`src/rtl/axil_pkg.sv`:
```
// Shared types and constants for the AXI-Lite initiator: FSM states,
// response codes and bus widths.
package axil_pkg;

    localparam int ADDR_W = 32;
    localparam int DATA_W = 32;
    localparam int STRB_W = DATA_W / 8;

    localparam logic [1:0] RESP_OKAY   = 2'b00;
    localparam logic [1:0] RESP_EXOKAY = 2'b01;
    localparam logic [1:0] RESP_SLVERR = 2'b10;
    localparam logic [1:0] RESP_DECERR = 2'b11;

    typedef enum logic [2:0] {
        IDLE,
        WR_REQ,
        WR_RESP,
        RD_ADDR,
        RD_DATA,
        RESP
    } axil_state_e;

    function automatic logic resp_is_err(input logic [1:0] resp);
        return (resp == RESP_SLVERR) || (resp == RESP_DECERR);
    endfunction

endpackage

```
`src/rtl/axil_watchdog.sv`:
```
// Handshake watchdog: counts stalled bus cycles and raises a sticky flag
// once a single handshake has waited TIMEOUT_CYCLES cycles (0 disables).
module axil_watchdog #(
    parameter int TIMEOUT_CYCLES = 255
) (
    input  logic clk_i,
    input  logic rst_ni,
    input  logic run_i,
    input  logic kick_i,
    input  logic clr_i,
    output logic flag_o
);

    localparam int CW = (TIMEOUT_CYCLES < 2) ? 1 : $clog2(TIMEOUT_CYCLES + 1);
    localparam logic [CW-1:0] LAST = CW'((TIMEOUT_CYCLES > 0) ? TIMEOUT_CYCLES - 1 : 0);
    localparam logic [CW-1:0] TOP  = CW'(TIMEOUT_CYCLES);

    logic [CW-1:0] cnt_q, cnt_d;
    logic          flag_q, flag_d;
    logic          hit;

    // The counter parks at TOP after firing so a long stall sets the flag
    // only once and a later clear is not immediately overridden.
    always_comb begin
        cnt_d = cnt_q;
        hit   = 1'b0;
        if (!run_i || kick_i) begin
            cnt_d = '0;
        end else if (cnt_q != TOP) begin
            cnt_d = cnt_q + 1'b1;
            hit   = (TIMEOUT_CYCLES != 0) && (cnt_q == LAST);
        end
        if (hit) begin
            flag_d = 1'b1;
        end else if (clr_i) begin
            flag_d = 1'b0;
        end else begin
            flag_d = flag_q;
        end
    end

    always_ff @(posedge clk_i or negedge rst_ni) begin
        if (!rst_ni) begin
            cnt_q  <= '0;
            flag_q <= 1'b0;
        end else begin
            cnt_q  <= cnt_d;
            flag_q <= flag_d;
        end
    end

    assign flag_o = flag_q;

endmodule

```
`src/rtl/axil_master.sv`:
```
// AXI-Lite initiator: one outstanding request/response command at a time,
// translated into AW/W/B or AR/R transactions on the cfg_* bus.
module axil_master
    import axil_pkg::*;
#(
    parameter int TIMEOUT_CYCLES = 255
) (
    input  logic              clk_i,
    input  logic              rst_ni,
    input  logic              req_valid_i,
    output logic              req_ready_o,
    input  logic              req_we_i,
    input  logic [ADDR_W-1:0] req_addr_i,
    input  logic [DATA_W-1:0] req_wdata_i,
    input  logic [STRB_W-1:0] req_wstrb_i,
    output logic              resp_valid_o,
    input  logic              resp_ready_i,
    output logic [DATA_W-1:0] resp_rdata_o,
    output logic              resp_err_o,
    output logic              timeout_o,
    input  logic              timeout_clr_i,
    output logic              cfg_awvalid_o,
    input  logic              cfg_awready_i,
    output logic [ADDR_W-1:0] cfg_awaddr_o,
    output logic              cfg_wvalid_o,
    input  logic              cfg_wready_i,
    output logic [DATA_W-1:0] cfg_wdata_o,
    output logic [STRB_W-1:0] cfg_wstrb_o,
    input  logic              cfg_bvalid_i,
    output logic              cfg_bready_o,
    input  logic [1:0]        cfg_bresp_i,
    output logic              cfg_arvalid_o,
    input  logic              cfg_arready_i,
    output logic [ADDR_W-1:0] cfg_araddr_o,
    input  logic              cfg_rvalid_i,
    output logic              cfg_rready_o,
    input  logic [DATA_W-1:0] cfg_rdata_i,
    input  logic [1:0]        cfg_rresp_i
);

    axil_state_e       state_q, state_d;
    logic              awvalid_q, awvalid_d, wvalid_q, wvalid_d;
    logic              aw_done_q, aw_done_d, w_done_q, w_done_d;
    logic              bready_q, bready_d, arvalid_q, arvalid_d, rready_q, rready_d;
    logic [ADDR_W-1:0] awaddr_q, awaddr_d, araddr_q, araddr_d;
    logic [DATA_W-1:0] wdata_q, wdata_d, rdata_q, rdata_d;
    logic [STRB_W-1:0] wstrb_q, wstrb_d;
    logic              resp_valid_q, resp_valid_d, resp_err_q, resp_err_d;

    logic aw_hs, w_hs, b_hs, ar_hs, r_hs;
    logic wd_run, wd_kick;

    assign aw_hs = awvalid_q && cfg_awready_i;
    assign w_hs  = wvalid_q  && cfg_wready_i;
    assign b_hs  = bready_q  && cfg_bvalid_i;
    assign ar_hs = arvalid_q && cfg_arready_i;
    assign r_hs  = rready_q  && cfg_rvalid_i;

    always_comb begin
        state_d      = state_q;
        awvalid_d    = awvalid_q;
        wvalid_d     = wvalid_q;
        aw_done_d    = aw_done_q;
        w_done_d     = w_done_q;
        bready_d     = bready_q;
        arvalid_d    = arvalid_q;
        rready_d     = rready_q;
        awaddr_d     = awaddr_q;
        araddr_d     = araddr_q;
        wdata_d      = wdata_q;
        wstrb_d      = wstrb_q;
        rdata_d      = rdata_q;
        resp_valid_d = resp_valid_q;
        resp_err_d   = resp_err_q;
        unique case (state_q)
            IDLE: begin
                if (req_valid_i) begin
                    wdata_d = req_wdata_i;
                    wstrb_d = req_wstrb_i;
                    if (req_we_i) begin
                        awaddr_d  = req_addr_i;
                        awvalid_d = 1'b1;
                        wvalid_d  = 1'b1;
                        aw_done_d = 1'b0;
                        w_done_d  = 1'b0;
                        state_d   = WR_REQ;
                    end else begin
                        araddr_d  = req_addr_i;
                        arvalid_d = 1'b1;
                        state_d   = RD_ADDR;
                    end
                end
            end
            WR_REQ: begin
                // AW and W complete independently; B is only accepted after both.
                if (aw_hs) begin
                    awvalid_d = 1'b0;
                    aw_done_d = 1'b1;
                end
                if (w_hs) begin
                    wvalid_d = 1'b0;
                    w_done_d = 1'b1;
                end
                if ((aw_done_q || aw_hs) && (w_done_q || w_hs)) begin
                    bready_d = 1'b1;
                    state_d  = WR_RESP;
                end
            end
            WR_RESP: begin
                if (b_hs) begin
                    bready_d     = 1'b0;
                    rdata_d      = '0;
                    resp_err_d   = resp_is_err(cfg_bresp_i);
                    resp_valid_d = 1'b1;
                    state_d      = RESP;
                end
            end
            RD_ADDR: begin
                if (ar_hs) begin
                    arvalid_d = 1'b0;
                    rready_d  = 1'b1;
                    state_d   = RD_DATA;
                end
            end
            RD_DATA: begin
                if (r_hs) begin
                    rready_d     = 1'b0;
                    rdata_d      = cfg_rdata_i;
                    resp_err_d   = resp_is_err(cfg_rresp_i);
                    resp_valid_d = 1'b1;
                    state_d      = RESP;
                end
            end
            RESP: begin
                if (resp_ready_i) begin
                    resp_valid_d = 1'b0;
                    state_d      = IDLE;
                end
            end
            default: state_d = IDLE;
        endcase
    end

    always_ff @(posedge clk_i or negedge rst_ni) begin
        if (!rst_ni) begin
            state_q      <= IDLE;
            awvalid_q    <= 1'b0;
            wvalid_q     <= 1'b0;
            aw_done_q    <= 1'b0;
            w_done_q     <= 1'b0;
            bready_q     <= 1'b0;
            arvalid_q    <= 1'b0;
            rready_q     <= 1'b0;
            awaddr_q     <= '0;
            araddr_q     <= '0;
            wdata_q      <= '0;
            wstrb_q      <= '0;
            rdata_q      <= '0;
            resp_valid_q <= 1'b0;
            resp_err_q   <= 1'b0;
        end else begin
            state_q      <= state_d;
            awvalid_q    <= awvalid_d;
            wvalid_q     <= wvalid_d;
            aw_done_q    <= aw_done_d;
            w_done_q     <= w_done_d;
            bready_q     <= bready_d;
            arvalid_q    <= arvalid_d;
            rready_q     <= rready_d;
            awaddr_q     <= awaddr_d;
            araddr_q     <= araddr_d;
            wdata_q      <= wdata_d;
            wstrb_q      <= wstrb_d;
            rdata_q      <= rdata_d;
            resp_valid_q <= resp_valid_d;
            resp_err_q   <= resp_err_d;
        end
    end

    // Watchdog only runs while waiting on the bus; any handshake restarts it.
    assign wd_run  = (state_q == WR_REQ) || (state_q == WR_RESP) ||
                     (state_q == RD_ADDR) || (state_q == RD_DATA);
    assign wd_kick = aw_hs || w_hs || b_hs || ar_hs || r_hs;

    axil_watchdog #(
        .TIMEOUT_CYCLES(TIMEOUT_CYCLES)
    ) u_watchdog (
        .clk_i (clk_i),
        .rst_ni(rst_ni),
        .run_i (wd_run),
        .kick_i(wd_kick),
        .clr_i (timeout_clr_i),
        .flag_o(timeout_o)
    );

    assign req_ready_o   = (state_q == IDLE);
    assign resp_valid_o  = resp_valid_q;
    assign resp_rdata_o  = rdata_q;
    assign resp_err_o    = resp_err_q;
    assign cfg_awvalid_o = awvalid_q;
    assign cfg_awaddr_o  = awaddr_q;
    assign cfg_wvalid_o  = wvalid_q;
    assign cfg_wdata_o   = wdata_q;
    assign cfg_wstrb_o   = wstrb_q;
    assign cfg_bready_o  = bready_q;
    assign cfg_arvalid_o = arvalid_q;
    assign cfg_araddr_o  = araddr_q;
    assign cfg_rready_o  = rready_q;

endmodule
```
`config.mk`:
```
export PLATFORM = sky130hd
export DESIGN_NAME = axil_master
export DESIGN_NICKNAME = d
export VERILOG_FILES = /design/src/rtl/axil_pkg.sv /design/src/rtl/axil_watchdog.sv /design/src/rtl/axil_master.sv
export SDC_FILE = /design/constraint.sdc
export NUM_CORES = 1
export LEC_CHECK = 0
export ABC_AREA = 1
export BUFFER_PORTS_ARGS = -buffer_cell sky130_fd_sc_hd__buf_4
export CAP_MARGIN = 20
export CORE_ASPECT_RATIO = 1.1
export CORE_UTILIZATION = 43
export DETAILED_ROUTE_END_ITERATION = 10
export PLACE_DENSITY = 0.81
export REMOVE_ABC_BUFFERS = 1
export SYNTH_ARGS = -nofsm -noshare
export SYNTH_HDL_FRONTEND = slang
export SYNTH_SLANG_ARGS = --single-unit
```
`constraint.sdc`:
```
create_clock -name clk_i -period 1.4 [get_ports clk_i]
set_input_delay 0.35 -clock clk_i [delete_from_list [all_inputs] [get_ports clk_i]]
set_output_delay 0.35 -clock clk_i [all_outputs]
set_load 0.01 [all_outputs]
```
==> impl_metrics.json <==
{
  "run_status": "finished with violations",
  "violations": "negative setup slack",
  "grt_usage_pct": 23.89,
  "rsz0062_at_grt": "true",
  "routed_wl_mm": 19.24,
  "setup_viol": 114,
  "tightest_slew_ps": 347.7,
  "drc": 0,
  "grt_max_degree": 66,
  "grt_pass1_vias": 5575,
  "clock_skew_ps": 10.16,
  "cts_root_buffer": "clkbuf_16",
  "cts_tree": "built",
  "final_common_cell": "buf_4",
  "reg2reg_to": "cfg_araddr_o[19]$_DFFE_PN0P_",
  "arrival_ps": 2000,
  "switching_power_mw": 8.300,
  "syn_inst": 691,
  "drv_slew": 0,
  "htreeDepth": 4,
  "hold_path.startpoint": "timeout_clr_i",
  "end_kind": "register",
  "timing.rr.start": "state_q[1]$_DFFE_PN0P_",
  "p_leak_nw": 5.572,
  "slew_headroom_pct": 76.82,
  "chipHeight_microns": 128.0,
  "total_power_mw": 23.10,
  "max_cap_violations": 0,
  "combPwrFrac_pct": 46.3,
  "port_buffers": 253,
  "ff2ff_setup_slack_ps": -280,
  "path_delay_family": "buffers and inverters",
  "holdPathStages": 2,
  "clk_pin_slew_ps": 60,
  "nNetsFinal": 1119,
  "num_antenna_cells": 0,
  "crit_chain": "inv_2, nand2_2, nor2_4, buf_6, buf_4, nand3_2, buf_6, o21ai_0",
  "final_cell_mix": "buf_4, nand2_1, dfrtp_1",
  "area_delta_synth_final_pct": 63.33,
  "row_count": 45,
  "whs_ps": 106.0,
  "yosysTopAreaCell": "dfrtp_1",
  "fin_area_sq_mm": 0.01014,
  "min_to": "u_watchdog.flag_o$_DFFE_PN0P_",
  "wire_per_inst_microns": 16.00,
  "drtAntennaViolNets": 0,
  "dp_cells": 1134,
  "crit_path_frequent_cell": "buf_6",
  "cts_max_path_buffers": 2,
  "cts_made_buffers": 17,
  "setup_slack_ps": -277.6,
  "synthTopCellsByArea": "dfrtp_1, nand2_1, inv_1, o21ai_0, o21ai_1",
  "period_minus_slack_ps": 1678,
  "synth_area_per_cell_sq_um": 8.987,
  "drtIter0Drc": 201,
  "final_core_util_pct": 72.63,
  "grt_pass1_wl_mm": 26.99,
  "fin_crit_sh_pct": 119.8,
  "seqPwrFrac_pct": 33.1,
  "drive_gt1_share_pct": 43.84,
  "syn-cell-area_sq_mm": 0.006210,
  "cpMaxStageDelayCell": "dfrtp_1",
  "power_density_mw_per_mm2": 2278,
  "ir_worst_vdd_mv": 1.298,
  "crit_required_ps": 1720,
  "cp.buffers_inverters": 4,
  "gp_congestion": 0.8257,
  "critPathLaunchType": "register",
  "ys_warn_count": 0,
  "slowest_delay_ps": 430,
  "dp_hpwl_mm": 11.22,
  "vias": 5820,
  "p_int_mw": 14.80,
  "power_frac_clock_pct": 20.6,
  "hold_viol_final": 0,
  "start_util_pct": 44.47,
  "ys_ff_latch": 153,
  "final_cells": 1203,
  "first_pass_iters": 5,
  "crit_path_max_fanout": 8,
  "netlist-cell-type-count": 24,
  "seq_area_frac_synth_pct": 61.66,
  "reg2regPathDepth": 8,
  "criticalPathCategory": "register to register",
  "switching_share_pct": 35.93,
  "fillers": 1051,
  "core_region_area_sq_mm": 0.01396,
  "clkLatencyLatePin_ps": 420,
  "cts.sinks": 153,
  "io_pins": 256,
  "dpl_cell_area_sq_mm": 0.008492,
  "antenna_found_initial": 0,
  "fmax_ghz": 0.5961,
  "synth_top_area_share_pct": 61.66,
  "hp-class": "primary input to register",
  "die-area_sq_mm": 0.01493,
  "grt_overflow": 0,
  "die-width_microns": 116.6,
  "vias_per_cell": 4.838
}
logic make-up (layout without fill, tap and decap cells):
family / after synthesis / count (layout) / share of synthesized area (%)
adder cells (fa/ha/maj): 2 / 2 / 0.4029
flip-flops: 153 / 153 / 61.66
AND/OR/NAND/NOR: 373 / 374 / 23.82
buffers and inverters: 84 / 407 / 6.790
XOR/XNOR: 2 / 2 / 0.2821
AO/OA/AOI/OAI: 77 / 77 / 7.052
sequential cells by signal, indices dropped and copies added, names as in the netlist:
| register | flops |
|---|---|
| cfg_araddr_o | 32 |
| cfg_awaddr_o | 32 |
| cfg_wdata_o | 32 |
| resp_rdata_o | 32 |
| u_watchdog.cnt_q | 8 |
| cfg_wstrb_o | 4 |
| state_q | 3 |
| aw_done_q | 1 |
| cfg_arvalid_o | 1 |
| cfg_awvalid_o | 1 |
| cfg_bready_o | 1 |
| cfg_rready_o | 1 |
| cfg_wvalid_o | 1 |
| resp_err_o | 1 |
| resp_valid_o | 1 |
| u_watchdog.flag_o | 1 |
| w_done_q | 1 |
synth_stat cells (all sizes together):
master and instances:
a21oi 7, and2 1, buf 26, clkbuf 2
dfrtp 153, ha 2, inv 56, nand2 324
nand3 17, nand3b 1, nand4 6, nor2 19
nor3 4, nor3b 1, o21ai 70, xnor2 2
layer usage:
layer	part of all wire [%]	track usage (%)	wire, microns
met1	38	27.82	7356
met2	53	41.49	10240
met3	5.4	5.768	1044
met4	3.1	10.57	601
met5	0	0	0
cell type report:
cell class | count | area (sq um) | share of cell area, %
Sequential cell | 153 | 3830 | 37.76
Timing Repair Buffer | 319 | 2963 | 29.21
Multi-Input combinational cell | 455 | 2273 | 22.42
Clock buffer | 19 | 432.9 | 4.268
Tap cell | 188 | 235.2 | 2.319
Inverter | 56 | 230.2 | 2.270
Clock inverter | 13 | 177.7 | 1.752
worst max path at each step:
| stage | from | endpoint | slack (ps) | depth (start not counted) |
|---|---|---|---|---|
| 2_1_floorplan | state_q[0]$_DFFE_PN0P_ | cfg_araddr_o[0]$_DFFE_PN0P_ | -900 | 5 |
| 3_3_place_gp | state_q[2]$_DFFE_PN0P_ | u_watchdog.flag_o$_DFFE_PN0P_ | -90 | 8 |
| 3_5_place_dp | state_q[2]$_DFFE_PN0P_ | u_watchdog.flag_o$_DFFE_PN0P_ | -80 | 8 |
| 4_1_cts | state_q[1]$_DFFE_PN0P_ | req_ready_o | -250 | 5 |
| 5_1_grt | state_q[1]$_DFFE_PN0P_ | cfg_araddr_o[19]$_DFFE_PN0P_ | -380 | 8 |
| 6_report | state_q[1]$_DFFE_PN0P_ | cfg_araddr_o[19]$_DFFE_PN0P_ | -280 | 8 |
power by group through the flow:
stage | Combinational [mW] | Sequential (mW) | Clock [mW]
floorplan | 2.78 | 8.32 | 0
global placement | 8.20 | 7.42 | 0
detailed placement | 8.40 | 7.47 | 0
CTS | 9.18 | 7.46 | 4.82
global route | 11.6 | 7.88 | 5.01
finish | 10.7 | 7.65 | 4.76
metrics by stage:
step           setup WS, ps  TNS, ps
3_5_place_dp         -77.88   -365.0
3_3_place_gp         -87.39   -431.6
2_1_floorplan        -904.1   -66020
5_1_grt              -376.6   -31310
4_1_cts              -246.8    -9330
6_report             -277.6   -19970
timing repair:
item | 4_1_cts | 5_1_grt
hold buffers | 1 | 0
setup buffers | 5 | 10
hold endpoints to repair | 25 | 0
endpoints found under the setup margin | 50 | 153
gates resized for setup | 20 | 112
gates cloned | 8 | 13
pin swaps | 4 | 26
worst reg2reg max path: stages (launching register included):
cell	delay, ps
dfrtp_1	430
inv_2	80
nand2_2	60
nor2_4	90
buf_6	110
buf_4	150
nand3_2	210
buf_6	240
o21ai_0	200
(Power assumes the default switching activity.)
